[config.mk]
export PLATFORM = sky130hd
export DESIGN_NAME = tt_uart_tx
export DESIGN_NICKNAME = d
export VERILOG_FILES = /design/src/rtl/tt_uart_tx_pkg.sv /design/src/rtl/tt_uart_tx_fifo.sv /design/src/rtl/tt_uart_tx.sv
export SDC_FILE = /design/constraint.sdc
export NUM_CORES = 1
export LEC_CHECK = 0
export CELL_PAD_IN_SITES_DETAIL_PLACEMENT = 1
export CELL_PAD_IN_SITES_GLOBAL_PLACEMENT = 2
export CORE_MARGIN = 2
export CORE_UTILIZATION = 42
export CTS_CLUSTER_DIAMETER = 200
export DETAILED_ROUTE_END_ITERATION = 16
export PLACE_DENSITY = 0.92
export SYNTH_ARGS = -nofsm -noshare
export SYNTH_HDL_FRONTEND = slang
export SYNTH_SLANG_ARGS = --single-unit
[constraint.sdc]
create_clock -name clk -period 5.5 [get_ports clk]
set_clock_uncertainty 0.1 [all_clocks]
set_input_delay 0.55 -clock clk [delete_from_list [all_inputs] [get_ports clk]]
set_output_delay 0.55 -clock clk [all_outputs]
set_load 0.02 [all_outputs]
[src/rtl/tt_uart_tx_pkg.sv]
// rtl/tt_uart_tx_pkg.sv - shared types and constants for the tt_uart_tx transmitter
//
// Purpose: FSM state encoding and frame-size constants used by tt_uart_tx.
// Build option: UART_TX_PARITY_EN selects 8E1 frames (11 bits) instead of 8N1 (10 bits).

package tt_uart_tx_pkg;

  typedef enum logic [2:0] {
    IDLE,
    START,
    DATA,
    PARITY,
    STOP
  } state_t;

  localparam int DATA_BITS = 8;

`ifdef UART_TX_PARITY_EN
  localparam int FRAME_BITS = 11;
`else
  localparam int FRAME_BITS = 10;
`endif

  // Even parity: the parity bit makes the total count of ones even.
  function automatic logic even_parity(input logic [DATA_BITS-1:0] b);
    return ^b;
  endfunction

endpackage

[src/rtl/tt_uart_tx_fifo.sv]
// rtl/tt_uart_tx_fifo.sv - small synchronous FIFO buffering bytes for the UART transmitter
//
// Purpose: DEPTH x WIDTH FIFO with registered level and full flags.
// Ports:
//   clk, rst     clock, asynchronous active-high reset (flushes the FIFO)
//   push         write request; ignored while full
//   push_data    data written on push
//   pop          read request; ignored while empty
//   pop_data     head entry (valid while level != 0)
//   level        number of entries held, registered
//   full         level == DEPTH, registered

module tt_uart_tx_fifo #(
  parameter int DEPTH = 4,
  parameter int WIDTH = 8
) (
  input  logic                     clk,
  input  logic                     rst,
  input  logic                     push,
  input  logic [WIDTH-1:0]         push_data,
  input  logic                     pop,
  output logic [WIDTH-1:0]         pop_data,
  output logic [$clog2(DEPTH):0]   level,
  output logic                     full
);

  localparam int AW = $clog2(DEPTH);
  localparam int LW = AW + 1;

  logic [WIDTH-1:0] mem [DEPTH];
  logic [AW-1:0]    wr_ptr;
  logic [AW-1:0]    rd_ptr;
  logic [LW-1:0]    level_nxt;
  logic             do_push;
  logic             do_pop;

  assign do_push  = push && !full;
  assign do_pop   = pop && (level != '0);
  assign pop_data = mem[rd_ptr];

  // A simultaneous push and pop leaves the level unchanged.
  always_comb begin
    level_nxt = level;
    if (do_push && !do_pop) begin
      level_nxt = level + LW'(1);
    end else if (!do_push && do_pop) begin
      level_nxt = level - LW'(1);
    end
  end

  always_ff @(posedge clk or posedge rst) begin
    if (rst) begin
      wr_ptr <= '0;
      rd_ptr <= '0;
      level  <= '0;
      full   <= 1'b0;
    end else begin
      // DEPTH is a power of two, so the pointers wrap naturally.
      if (do_push) wr_ptr <= wr_ptr + AW'(1);
      if (do_pop)  rd_ptr <= rd_ptr + AW'(1);
      level <= level_nxt;
      full  <= (level_nxt == LW'(DEPTH));
    end
  end

  // Storage needs no reset: an entry is only read after it has been written.
  always_ff @(posedge clk) begin
    if (do_push) mem[wr_ptr] <= push_data;
  end

endmodule

[src/rtl/tt_uart_tx.sv]
// rtl/tt_uart_tx.sv - byte-serial UART transmitter with write FIFO
//
// Purpose: accepts bytes on a valid/ready port, buffers them, and shifts them out on txd as
//   8N1 frames (8E1 when UART_TX_PARITY_EN is defined), LSB first, idle high.
// Ports:
//   clk          rising-edge clock
//   rst          asynchronous reset, active-high; aborts any frame and flushes the FIFO
//   div          clk cycles per bit minus 1, sampled when a byte is popped
//   wr_valid     wr_data is valid
//   wr_data      byte to transmit
//   wr_ready     FIFO can accept a byte (registered)
//   txd          serial output, registered
//   busy         frame in progress or FIFO not empty
//   fifo_level   bytes held in the FIFO
// Build option: UART_TX_PARITY_EN inserts an even parity bit after the data bits.

module tt_uart_tx
  import tt_uart_tx_pkg::*;
#(
  parameter int DIV_W      = 16,
  parameter int FIFO_DEPTH = 4
) (
  input  logic                          clk,
  input  logic                          rst,
  input  logic [DIV_W-1:0]              div,
  input  logic                          wr_valid,
  input  logic [7:0]                    wr_data,
  output logic                          wr_ready,
  output logic                          txd,
  output logic                          busy,
  output logic [$clog2(FIFO_DEPTH):0]   fifo_level
);

  state_t               state;
  logic [DIV_W-1:0]     div_q;
  logic [DIV_W-1:0]     baud_cnt;
  logic [2:0]           bit_idx;
  logic [DATA_BITS-1:0] shift_q;
  logic                 txd_q;
`ifdef UART_TX_PARITY_EN
  logic                 parity_q;
`endif

  logic [7:0] fifo_head;
  logic       fifo_full;
  logic       fifo_empty;
  logic       bit_end;
  logic       pop;

  assign fifo_empty = (fifo_level == '0);
  assign bit_end    = (baud_cnt == '0);

  // Pop from IDLE, or at the last cycle of STOP so the next start bit follows with no gap.
  assign pop = !fifo_empty && ((state == IDLE) || ((state == STOP) && bit_end));

  tt_uart_tx_fifo #(
    .DEPTH (FIFO_DEPTH),
    .WIDTH (8)
  ) u_fifo (
    .clk       (clk),
    .rst       (rst),
    .push      (wr_valid),
    .push_data (wr_data),
    .pop       (pop),
    .pop_data  (fifo_head),
    .level     (fifo_level),
    .full      (fifo_full)
  );

  assign wr_ready = !fifo_full;
  assign txd      = txd_q;
  assign busy     = (state != IDLE) || !fifo_empty;

  always_ff @(posedge clk or posedge rst) begin
    if (rst) begin
      state    <= IDLE;
      div_q    <= '0;
      baud_cnt <= '0;
      bit_idx  <= '0;
      shift_q  <= '0;
      txd_q    <= 1'b1;
`ifdef UART_TX_PARITY_EN
      parity_q <= 1'b0;
`endif
    end else if (pop) begin
      // Load a new frame; div is latched here so mid-frame changes are ignored.
      state    <= START;
      shift_q  <= fifo_head;
      div_q    <= div;
      baud_cnt <= div;
      bit_idx  <= '0;
      txd_q    <= 1'b0;
`ifdef UART_TX_PARITY_EN
      parity_q <= even_parity(fifo_head);
`endif
    end else begin
      case (state)
        IDLE: begin
          txd_q <= 1'b1;
        end
        START: begin
          if (bit_end) begin
            state    <= DATA;
            baud_cnt <= div_q;
            bit_idx  <= '0;
            txd_q    <= shift_q[0];
            shift_q  <= {1'b0, shift_q[DATA_BITS-1:1]};
          end else begin
            baud_cnt <= baud_cnt - DIV_W'(1);
          end
        end
        DATA: begin
          if (bit_end) begin
            baud_cnt <= div_q;
            if (bit_idx == 3'(DATA_BITS - 1)) begin
`ifdef UART_TX_PARITY_EN
              state <= PARITY;
              txd_q <= parity_q;
`else
              state <= STOP;
              txd_q <= 1'b1;
`endif
            end else begin
              bit_idx <= bit_idx + 3'd1;
              txd_q   <= shift_q[0];
              shift_q <= {1'b0, shift_q[DATA_BITS-1:1]};
            end
          end else begin
            baud_cnt <= baud_cnt - DIV_W'(1);
          end
        end
        PARITY: begin
`ifdef UART_TX_PARITY_EN
          if (bit_end) begin
            state    <= STOP;
            baud_cnt <= div_q;
            txd_q    <= 1'b1;
          end else begin
            baud_cnt <= baud_cnt - DIV_W'(1);
          end
`else
          // Unreachable without the parity option.
          state <= IDLE;
          txd_q <= 1'b1;
`endif
        end
        STOP: begin
          // A non-empty FIFO at the end of STOP is handled by the pop branch above.
          if (bit_end) begin
            state <= IDLE;
          end else begin
            baud_cnt <= baud_cnt - DIV_W'(1);
          end
        end
        default: begin
          state <= IDLE;
          txd_q <= 1'b1;
        end
      endcase
    end
  end

endmodule

==> metrics.csv, run 1 <==
metric,value,unit
GRT Total Usage,0.186,
vias in the first global route,3184,
final worst path period need,3.68,ns
ys flop type,dfrtp_1,
# DRC,0,
share of layout cells above drive strength 1,0.0867,
fin crit share,0.669,
"EDFF count, synth",32,
critical-path maximum fanout,38,
Power Density,416,nW/um^2
DRT antenna net count,0,
Slew @ Worst Pin,1.15,ns
sequential area share after synthesis,0.542,
"Slew Viols, Final",0,
initial antenna violation count,0,
Worst setup SP type,flip-flop,
CTS Buf Count,9,
share of the synthesized area in the top cell type,0.313,
Via density,5.42,
final setup violation count,0,
post_cts resized,0,
critical path class,flip-flop to flip-flop,
gpl congestion,0.778,
total iterations of the first detailed-routing run,4,
Final TNS setup,0,ns
R2R depth,7,
most common cell in the netlist,nand2_1,
clock buffer depth,2,
Area Overhead vs Synth,14.6,%
status,"complete, no violations",
Post-synth ARST share,0.632,
CP Cell Sequence,inv_1 > ha_1 > nor4b_4 > nand4_4 > a21oi_4 > mux2_1 > mux2_1,
routed via count,2987,
CTS Sinks,87,
cts hold-fix bufs,0,
max frequency,272,MHz
P_leak,0.00195,uW
Initial Util,0.426,
Post-synth top cells,"nand2_1 (61), dfrtp_1 (54), edfxtp_1 (32)",
r2r endpoint,shift_q[6]$_DFFE_PP0P_,
Total Nets Final,447,
I/O pin total,33,
first-pass GRT wire length,16400,um
total die area,11100,sq um
Slew HR,0.232,
RSZ-0062 raised after global routing,no,
Final Hold Vio Count,0,
final HPWL from detailed placement,6510,um
Most common cell on crit path,mux2_1,
Post-CTS Setup Bufs,0,
"Avg Cell Area, Syn",11.2,sq um
Post-Syn Area,4320,sq um
Syn Nets,421,
largest net degree at the start of global routing,56,
n_diodes,0,
endpoint class of the critical path,flip-flop,
"Slowest-stage cell, CP",a21oi_4,
core area,10100,sq um
CTS tree,yes,
Cell Rows,37,
CP max stage delay,1.04,ns
Max Cap Violations,0,
Final Util,0.488,
die height,105,um
H-tree levels,3,
port bufs,32,
flop-to-flop setup slack,1.82,ns
Wirelength per Cell,17.4,um
hold_sp,div_q[6]$_DFFE_PP0P_,
Synth cell types,61,
Initial DRC Count,145,
Mapped Cells,384,
worst path required time,5.65,ns
final hold slack,0.383,ns
Reg2Reg Launch Point,baud_cnt[0]$_DFFE_PP0P_,
Synth area leaders,"dfrtp_1 (31%), edfxtp_1 (22%), nand2_1 (5.3%), mux4_2 (4.2%), mux2_1 (3.7%)",
CP top delay family,compound AO/OA/AOI/OAI gates,
Peak VDD IR,213,uV
"area leader, netlist",dfrtp_1,
"Reg clk slew, reported paths",0.10,ns
worst-skew pair later-pin latency,0.36,ns
worst hold path class,flip-flop to flip-flop,
Total Wirelength,9610,um
destination of the worst hold path,div_q[6]$_DFFE_PP0P_,
"FF+latch count, synth",87,
Hold Path Depth,2,
die width,105,um
total gr overflow,0,
CP Buf/Inv Count,1,
Worst Path Arrival,3.83,ns
root buffer cell,clkbuf_8,
Synthesis Warnings,0,
## kinds of logic (layout without fill, tap and decap cells)
logic type,after synthesis,in the layout,synth area share
and+or+nand+nor,146,146,0.170
buffers and inverters,35,66,0.0368
adders and majority gates,11,11,0.0313
xor gates and xnor gates,15,15,0.0304
AOI/OAI and AO/OA,63,63,0.100
DFF,87,87,0.542
muxes,27,27,0.0898
## routing by layer
layer / vias to the layer above / global-route usage / share of wire / wire [um]
met5: - / 0 / 0 / 0
met1: 1496 / 0.256 / 0.48 / 4610
met3: 8 / 0.0377 / 0.032 / 307
met2: 43 / 0.300 / 0.48 / 4590
met4: 0 / 0.0495 / 0.0098 / 94
li1: 1440 / - / - / -
## power by group
group	internal, uW	total [uW]	switching, uW
clock network	219	473	254
logic	299	583	284
registers	834	1000	169
total	1350	2060	707
## worst min-delay path, stage by stage, from the launching register on
cell,delay (ns)
dfrtp_1,0.35
nand2_1,0.05
nand2_1,0.05
## state kept, by name (all words and copies together), names as in the netlist
signal and count:
state 3, u_fifo.full 1, txd 1, baud_cnt 16
bit_idx 3, div_q 16, shift_q 8, u_fifo.wr_ptr 2
u_fifo.rd_ptr 2, u_fifo.level 3, u_fifo.mem 32
## area by class of cell
class | count | area, sq um
Sequential cell | 87 | 2340
Tap cell | 136 | 170
Inverter | 15 | 56.3
Multi-Input combinational cell | 262 | 1840
Fill cell | 1104 | 5190
Timing Repair Buffer | 35 | 343
Clock buffer | 10 | 128
Clock inverter | 6 | 76.3
## how the worst max path moves through the flow
stage	slack [ns]	startpoint	end	cells past startpoint
after global routing	1.63	baud_cnt[0]$_DFFE_PP0P_	shift_q[6]$_DFFE_PP0P_	7
after global placement	2.03	baud_cnt[0]$_DFFE_PP0P_	shift_q[0]$_DFFE_PP0P_	7
after CTS	1.83	baud_cnt[0]$_DFFE_PP0P_	shift_q[6]$_DFFE_PP0P_	7
after detailed placement	1.85	baud_cnt[0]$_DFFE_PP0P_	shift_q[6]$_DFFE_PP0P_	7
final	1.82	baud_cnt[0]$_DFFE_PP0P_	shift_q[6]$_DFFE_PP0P_	7
after floorplan	3.12	baud_cnt[0]$_DFFE_PP0P_	shift_q[5]$_DFFE_PP0P_	8
## cell usage in the layout (no fill, tap or decap), types with 2 or more instances in the layout
cell / n
a31oi_1: 13
nand3_1: 7
or3_1: 4
a21oi_1: 8
or4_1: 2
o31ai_1: 2
clkbuf_8: 9
inv_1: 13
nor3_1: 12
inv_6: 3
nor2b_1: 4
edfxtp_1: 32
a211o_1: 4
o211ai_1: 8
mux2i_1: 5
and2_1: 4
nand2_1: 61
nor2_1: 29
o2111ai_1: 2
o21ai_2: 2
mux4_2: 8
o21ai_0: 5
clkdlybuf4s50_1: 32
xor2_1: 3
dfrtp_1: 54
o22ai_1: 2
buf_4: 3
xnor2_1: 12
o21ai_1: 4
mux2_1: 14
nand4_1: 5
ha_1: 10
a221o_1: 2
nand2b_1: 5
## per-stage QoR
step                      power, uW  instances  worst slack [ns]  instance area [sq um]
final                          2060        551              1.82                   4950
after floorplan                1410        384              3.12                   4320
after global placement         1560        535              2.03                   4740
after detailed placement       1600        535              1.85                   4740
after global routing           2190        551              1.63                   4950
after CTS                      2080        551              1.83                   4950
No activity file was read; power rests on OpenSTA's default activity.
==> inputs of run 2 (changes only) <==
- CORE_UTILIZATION: 42 -> 39
- PLACE_DENSITY: 0.92 -> 0.87
- clock period: 5.5 -> 3.5 ns (I/O delays scaled with it)
==> run 2 against run 1 <==
Cell area grew 0.73%. Critical path type unchanged. Final cell count grew 1.6%. Highest routed layer unchanged. Hold slack lost 0.11 ns. Global-route usage shrank 0.35 points. Sequential power grew 58%.
==> metrics.csv, run 2 (same netlist as run 1, synthesis figures left out) <==
metric,value,unit,change
vias in the first global route,3149,,-1.1%
fin crit share,0.872,,+0.203
"most common cell after layout, fill and taps aside",nand2_1,,
max reg flops,32,,unchanged
Post-CTS Setup Bufs,0,,unchanged
Via density,5.31,,-2.1%
worst-skew pair later-pin latency,0.38,ns,+0.02 ns
CP top delay family,compound AO/OA/AOI/OAI gates,,
Seq pwr share,0.490,,+0.003
CP Buf/Inv Count,2,,+1
Total Nets Final,452,,+1.1%
met2 WL,4520,um,-1.5%
max frequency,328,MHz,+21%
Worst Path Arrival,3.21,ns,-0.62 ns
critical path class,flip-flop to flip-flop,,
root buffer cell,clkbuf_8,,
r2r endpoint,baud_cnt[2]$_DFFE_PP0P_,,
I/O pin total,33,,unchanged
"Slowest-stage cell, CP",a21oi_4,,
DRT antenna net count,0,,unchanged
cts hold-fix bufs,0,,unchanged
biggest regs,"u_fifo.mem x32, baud_cnt x16, div_q x16",,
status,"complete, no violations",,
endpoint class of the critical path,flip-flop,,
total power,3210,uW,+56%
"commonest non-fill, non-tap cells in the layout","nand2_1 (61), dfrtp_1 (54), clkdlybuf4s50_1 (32), edfxtp_1 (32), nor2_1 (29)",,
Cell Rows,38,,+2.7%
Total Wirelength,9630,um,+0.21%
flop-to-flop setup slack,0.45,ns,-1.37 ns
Peak VDD IR,333,uV,+56%
core area,10800,sq um,+6.9%
Worst setup SP type,flip-flop,,
RSZ-0062 raised after global routing,no,,
CTS tree,yes,,
GRT Total Usage,0.182,,-0.00353
clock share of power,0.222,,-0.008
port bufs,32,,unchanged
M1 WL,4730,um,+2.5%
clock buffer depth,2,,unchanged
# DRC,0,,unchanged
final HPWL from detailed placement,6720,um,+3.2%
Initial DRC Count,107,,-26%
Biggest register,u_fifo.mem,,
Power Density,645,nW/um^2,+55%
met3 wire length,254,um,-17%
initial antenna violation count,0,,unchanged
total die area,11900,sq um,+7.4%
final setup violation count,0,,unchanged
Wirelength per Cell,17.2,um,-1.4%
P_leak,0.00198,uW,+1.1%
R2R depth,8,,+1
H-tree levels,3,,unchanged
first-pass GRT wire length,16400,um,-0.21%
critical-path maximum fanout,25,,-34%
CTS Buf Count,9,,unchanged
largest net degree at the start of global routing,30,,-46%
CP Cell Sequence,inv_1 > ha_1 > nor4b_4 > nand4_4 > a21oi_4 > buf_4 > o21ai_1 > a221o_1,,
Area Overhead vs Synth,15.4,%,
Final TNS setup,0,ns,unchanged
total gr overflow,0,,unchanged
Slew @ Worst Pin,0.756,ns,-0.393 ns
Switching Share,0.356,,+0.0125
Psw,1140,uW,+62%
n_diodes,0,,unchanged
Final Hold Vio Count,0,,unchanged
die width,109,um,+3.6%
post_cts resized,0,,unchanged
worst hold path class,input port to asynchronous set/reset pin,,
gpl congestion,0.769,,-1.2%
Logic pwr share,0.288,,+0.005
die height,109,um,+3.6%
crit path from,baud_cnt[0]$_DFFE_PP0P_,,
Max Cap Violations,0,,unchanged
routed via count,2973,,-0.47%
share of layout cells above drive strength 1,0.100,,+0.0133
Final Util,0.460,,-0.0282
CP max stage delay,0.47,ns,-0.57 ns
Initial Util,0.398,,-0.0276
Reg2Reg Launch Point,baud_cnt[0]$_DFFE_PP0P_,,
CTS Sinks,87,,unchanged
uppermost layer routed,met4,,
total iterations of the first detailed-routing run,6,,+2
Slew HR,0.491,,+0.259
worst path required time,3.66,ns,-1.99 ns
final worst path period need,3.05,ns,-0.629 ns
"Slew Viols, Final",0,,unchanged
P_int,2070,uW,+53%
"Reg clk slew, reported paths",0.10,ns,about the same
-- run 2: power by group through the flow --
stage	logic, uW	clock network, uW	registers (uW)
6_report	925	714	1580
5_1_grt	1040	779	1620
4_1_cts	939	737	1580
3_5_place_dp	929	0	1600
3_3_place_gp	889	0	1580
2_1_floorplan	685	0	1530
-- run 2: worst reg2reg max path: cells and delay by family, from the launching register on --
| kind | cells | cell delay, ns |
|---|---|---|
| AOI/OAI and AO/OA | 3 | 0.90 |
| adders and majority gates | 1 | 0.26 |
| buffers and inverters | 2 | 0.51 |
| DFF | 1 | 0.43 |
| and+or+nand+nor | 2 | 0.74 |
-- run 2: worst max-delay path by stage --
stage | end | slack [ns] | cells after the start
after global placement | baud_cnt[2]$_DFFE_PP0P_ | 0.60 | 8
after global routing | baud_cnt[2]$_DFFE_PP0P_ | 0.18 | 8
after detailed placement | baud_cnt[2]$_DFFE_PP0P_ | 0.45 | 8
after floorplan | shift_q[5]$_DFFE_PP0P_ | 1.12 | 8
after CTS | baud_cnt[2]$_DFFE_PP0P_ | 0.42 | 8
final | baud_cnt[2]$_DFFE_PP0P_ | 0.45 | 8
-- run 2: through the flow --
| step | hold WS, ns | std cells | setup slack (ns) | area, sq um |
|---|---|---|---|---|
| finish | 0.271 | 560 | 0.448 | 4980 |
| global route | 0.316 | 560 | 0.181 | 4980 |
| CTS | 0.285 | 560 | 0.425 | 4980 |
| detailed placement | 0.370 | 544 | 0.448 | 4790 |
| global placement | 0.358 | 544 | 0.601 | 4790 |
| floorplan | 0.339 | 384 | 1.12 | 4320 |
-- run 2: area by class of cell --
class	instances	area [sq um]
sequential	87	2340
inverter	15	56.3
clock inverter	7	73.8
clock buffer	9	124
fill	1179	5860
multi-input combinational	262	1840
tap	140	175
timing repair buffer	40	380
-- run 2: per-layer routing --
layer	GRT usage	vias to the layer above
li1	-	1441
met4	0.0497	0
met2	0.281	31
met5	0	-
met3	0.0526	9
met1	0.253	1492
==> inputs of run 3 (changes only) <==
- MAX_ROUTING_LAYER: not set -> met4
==> run 3 against run 2 <==
Worst setup slack got worse by 0.0013 ns. Critical path type unchanged. Utilization stayed put. Wire length is 0.28% higher. Cell area stayed put. Highest routed layer unchanged.
==> metrics.csv, run 3 (same netlist as run 1, synthesis figures left out) <==
metric,value,unit,change
status,"complete, no violations",,
final HPWL from detailed placement,6720,um,unchanged
total die area,11900,sq um,unchanged
Slew HR,0.492,,about the same
final worst path period need,3.05,ns,+0.00133 ns
die width,109,um,unchanged
clock buffer depth,2,,unchanged
worst path required time,3.66,ns,about the same
critical-path maximum fanout,25,,unchanged
register area,2340,sq um,unchanged
Post-CTS Setup Bufs,0,,unchanged
Post-Place Worst Slack,0.448,ns,unchanged
worst-skew pair later-pin latency,0.39,ns,about the same
flop-to-flop setup slack,0.45,ns,about the same
routed via count,2981,,+0.27%
worst hold path class,input port to asynchronous set/reset pin,,
die height,109,um,unchanged
Final TNS setup,0,ns,unchanged
"commonest non-fill, non-tap cells in the layout","nand2_1 (61), dfrtp_1 (54), clkdlybuf4s50_1 (32), edfxtp_1 (32), nor2_1 (29)",,
Final Hold Vio Count,0,,unchanged
CTS tree,yes,,
DRT antenna net count,0,,unchanged
I/O pin total,33,,unchanged
cts hold-fix bufs,0,,unchanged
# DRC,0,,unchanged
Cell Rows,38,,unchanged
max reg flops,32,,unchanged
Wirelength per Cell,17.2,um,+0.28%
share of layout cells above drive strength 1,0.100,,unchanged
CTS Sinks,87,,unchanged
area of the multi-input gates,1840,sq um,unchanged
Total Wirelength,9660,um,+0.28%
Power Density,646,nW/um^2,+0.22%
first-pass GRT wire length,16400,um,about the same
GRT Total Usage,0.188,,+0.00548
"Reg clk slew, reported paths",0.10,ns,about the same
endpoint class of the critical path,flip-flop,,
final setup violation count,0,,unchanged
total gr overflow,0,,unchanged
worst setup margin,0.446,ns,-0.00133 ns
largest net degree at the start of global routing,30,,unchanged
Max Cap Violations,0,,unchanged
"Slew Viols, Final",0,,unchanged
FILL cells,1179,,unchanged
Via density,5.32,,+0.27%
initial antenna violation count,0,,unchanged
Initial Util,0.398,,unchanged
H-tree levels,3,,unchanged
port bufs,32,,unchanged
critical path class,flip-flop to flip-flop,,
Worst setup SP type,flip-flop,,
vias in the first global route,3147,,-0.064%
crit path from,baud_cnt[0]$_DFFE_PP0P_,,
CTS Buf Count,9,,unchanged
"most common cell after layout, fill and taps aside",nand2_1,,
core area,10800,sq um,unchanged
post_cts resized,0,,unchanged
RSZ-0062 raised after global routing,no,,
root buffer cell,clkbuf_8,,
Area Overhead vs Synth,15.4,%,unchanged
Total Nets Final,452,,unchanged
Worst Path Arrival,3.22,ns,about the same
R2R depth,8,,unchanged
crit path to,baud_cnt[2]$_DFFE_PP0P_,,
Biggest register,u_fifo.mem,,
n_diodes,0,,unchanged
Initial DRC Count,111,,+3.7%
Slew @ Worst Pin,0.755,ns,-0.000606 ns
total power,3220,uW,+0.22%
Peak VDD IR,334,uV,+0.36%
gpl congestion,0.779,,+1.3%
Reg2Reg Launch Point,baud_cnt[0]$_DFFE_PP0P_,,
r2r endpoint,baud_cnt[2]$_DFFE_PP0P_,,
max frequency,327,MHz,about the same
biggest regs,"u_fifo.mem x32, baud_cnt x16, div_q x16",,
P_leak,0.00198,uW,unchanged
fin crit share,0.873,,about the same
total iterations of the first detailed-routing run,6,,unchanged
==> run 3: cell counts in the layout (fill, tap and decap cells not counted) <==
No cell type changed its count.
==> run 3: where the power goes <==
part	switching [uW]	internal, uW
Combinational	449	475
Sequential	263	1310
Clock	437	285
Total	1150	2070
==> run 3: worst max-delay path, cell delays in order (launching register included) <==
cell and delay, ns:
dfrtp_1 0.43, inv_1 0.12, ha_1 0.26, nor4b_4 0.46
nand4_4 0.28, a21oi_4 0.46, buf_4 0.38, o21ai_1 0.11
a221o_1 0.32
==> run 3: final cells by class <==
type                    count  area share
flip-flops and latches     87       0.469
multi-input cells         262       0.368
repair buffers             40      0.0763
well taps                 140      0.0351
clock buffers               9      0.0249
clock inverters             7      0.0148
inverters                  15      0.0113
==> run 3: routing by layer <==
layer,routed length (um),vias up,track usage,share of wire
met2,4470,36,0.280,0.46
met4,144,0,0.0497,0.015
li1,-,1441,-,-
met5,0,-,-,0
met3,319,12,0.0520,0.033
met1,4720,1492,0.254,0.49
==> run 3: worst min-delay path by stage <==
stage	startpoint	end	slack (ns)	depth (start not counted)
finish	rst	div_q[13]$_DFFE_PP0P_	0.26	2
global route	rst	shift_q[1]$_DFFE_PP0P_	0.31	2
CTS	rst	u_fifo.level[1]$_DFF_PP0_	0.29	2
detailed placement	div_q[10]$_DFFE_PP0P_	div_q[10]$_DFFE_PP0P_	0.37	2
global placement	div_q[3]$_DFFE_PP0P_	div_q[3]$_DFFE_PP0P_	0.36	2
floorplan	div_q[13]$_DFFE_PP0P_	div_q[13]$_DFFE_PP0P_	0.34	2
==> run 3: metrics by stage <==
step                cell area [sq um]   util  instances  hold WS (ns)
CTS                              4980  0.460        560         0.285
global placement                 4790  0.441        544         0.358
detailed placement               4790  0.441        544         0.370
floorplan                        4320      -        384         0.339
finish                           4980  0.460        560         0.264
global route                     4980  0.460        560         0.315
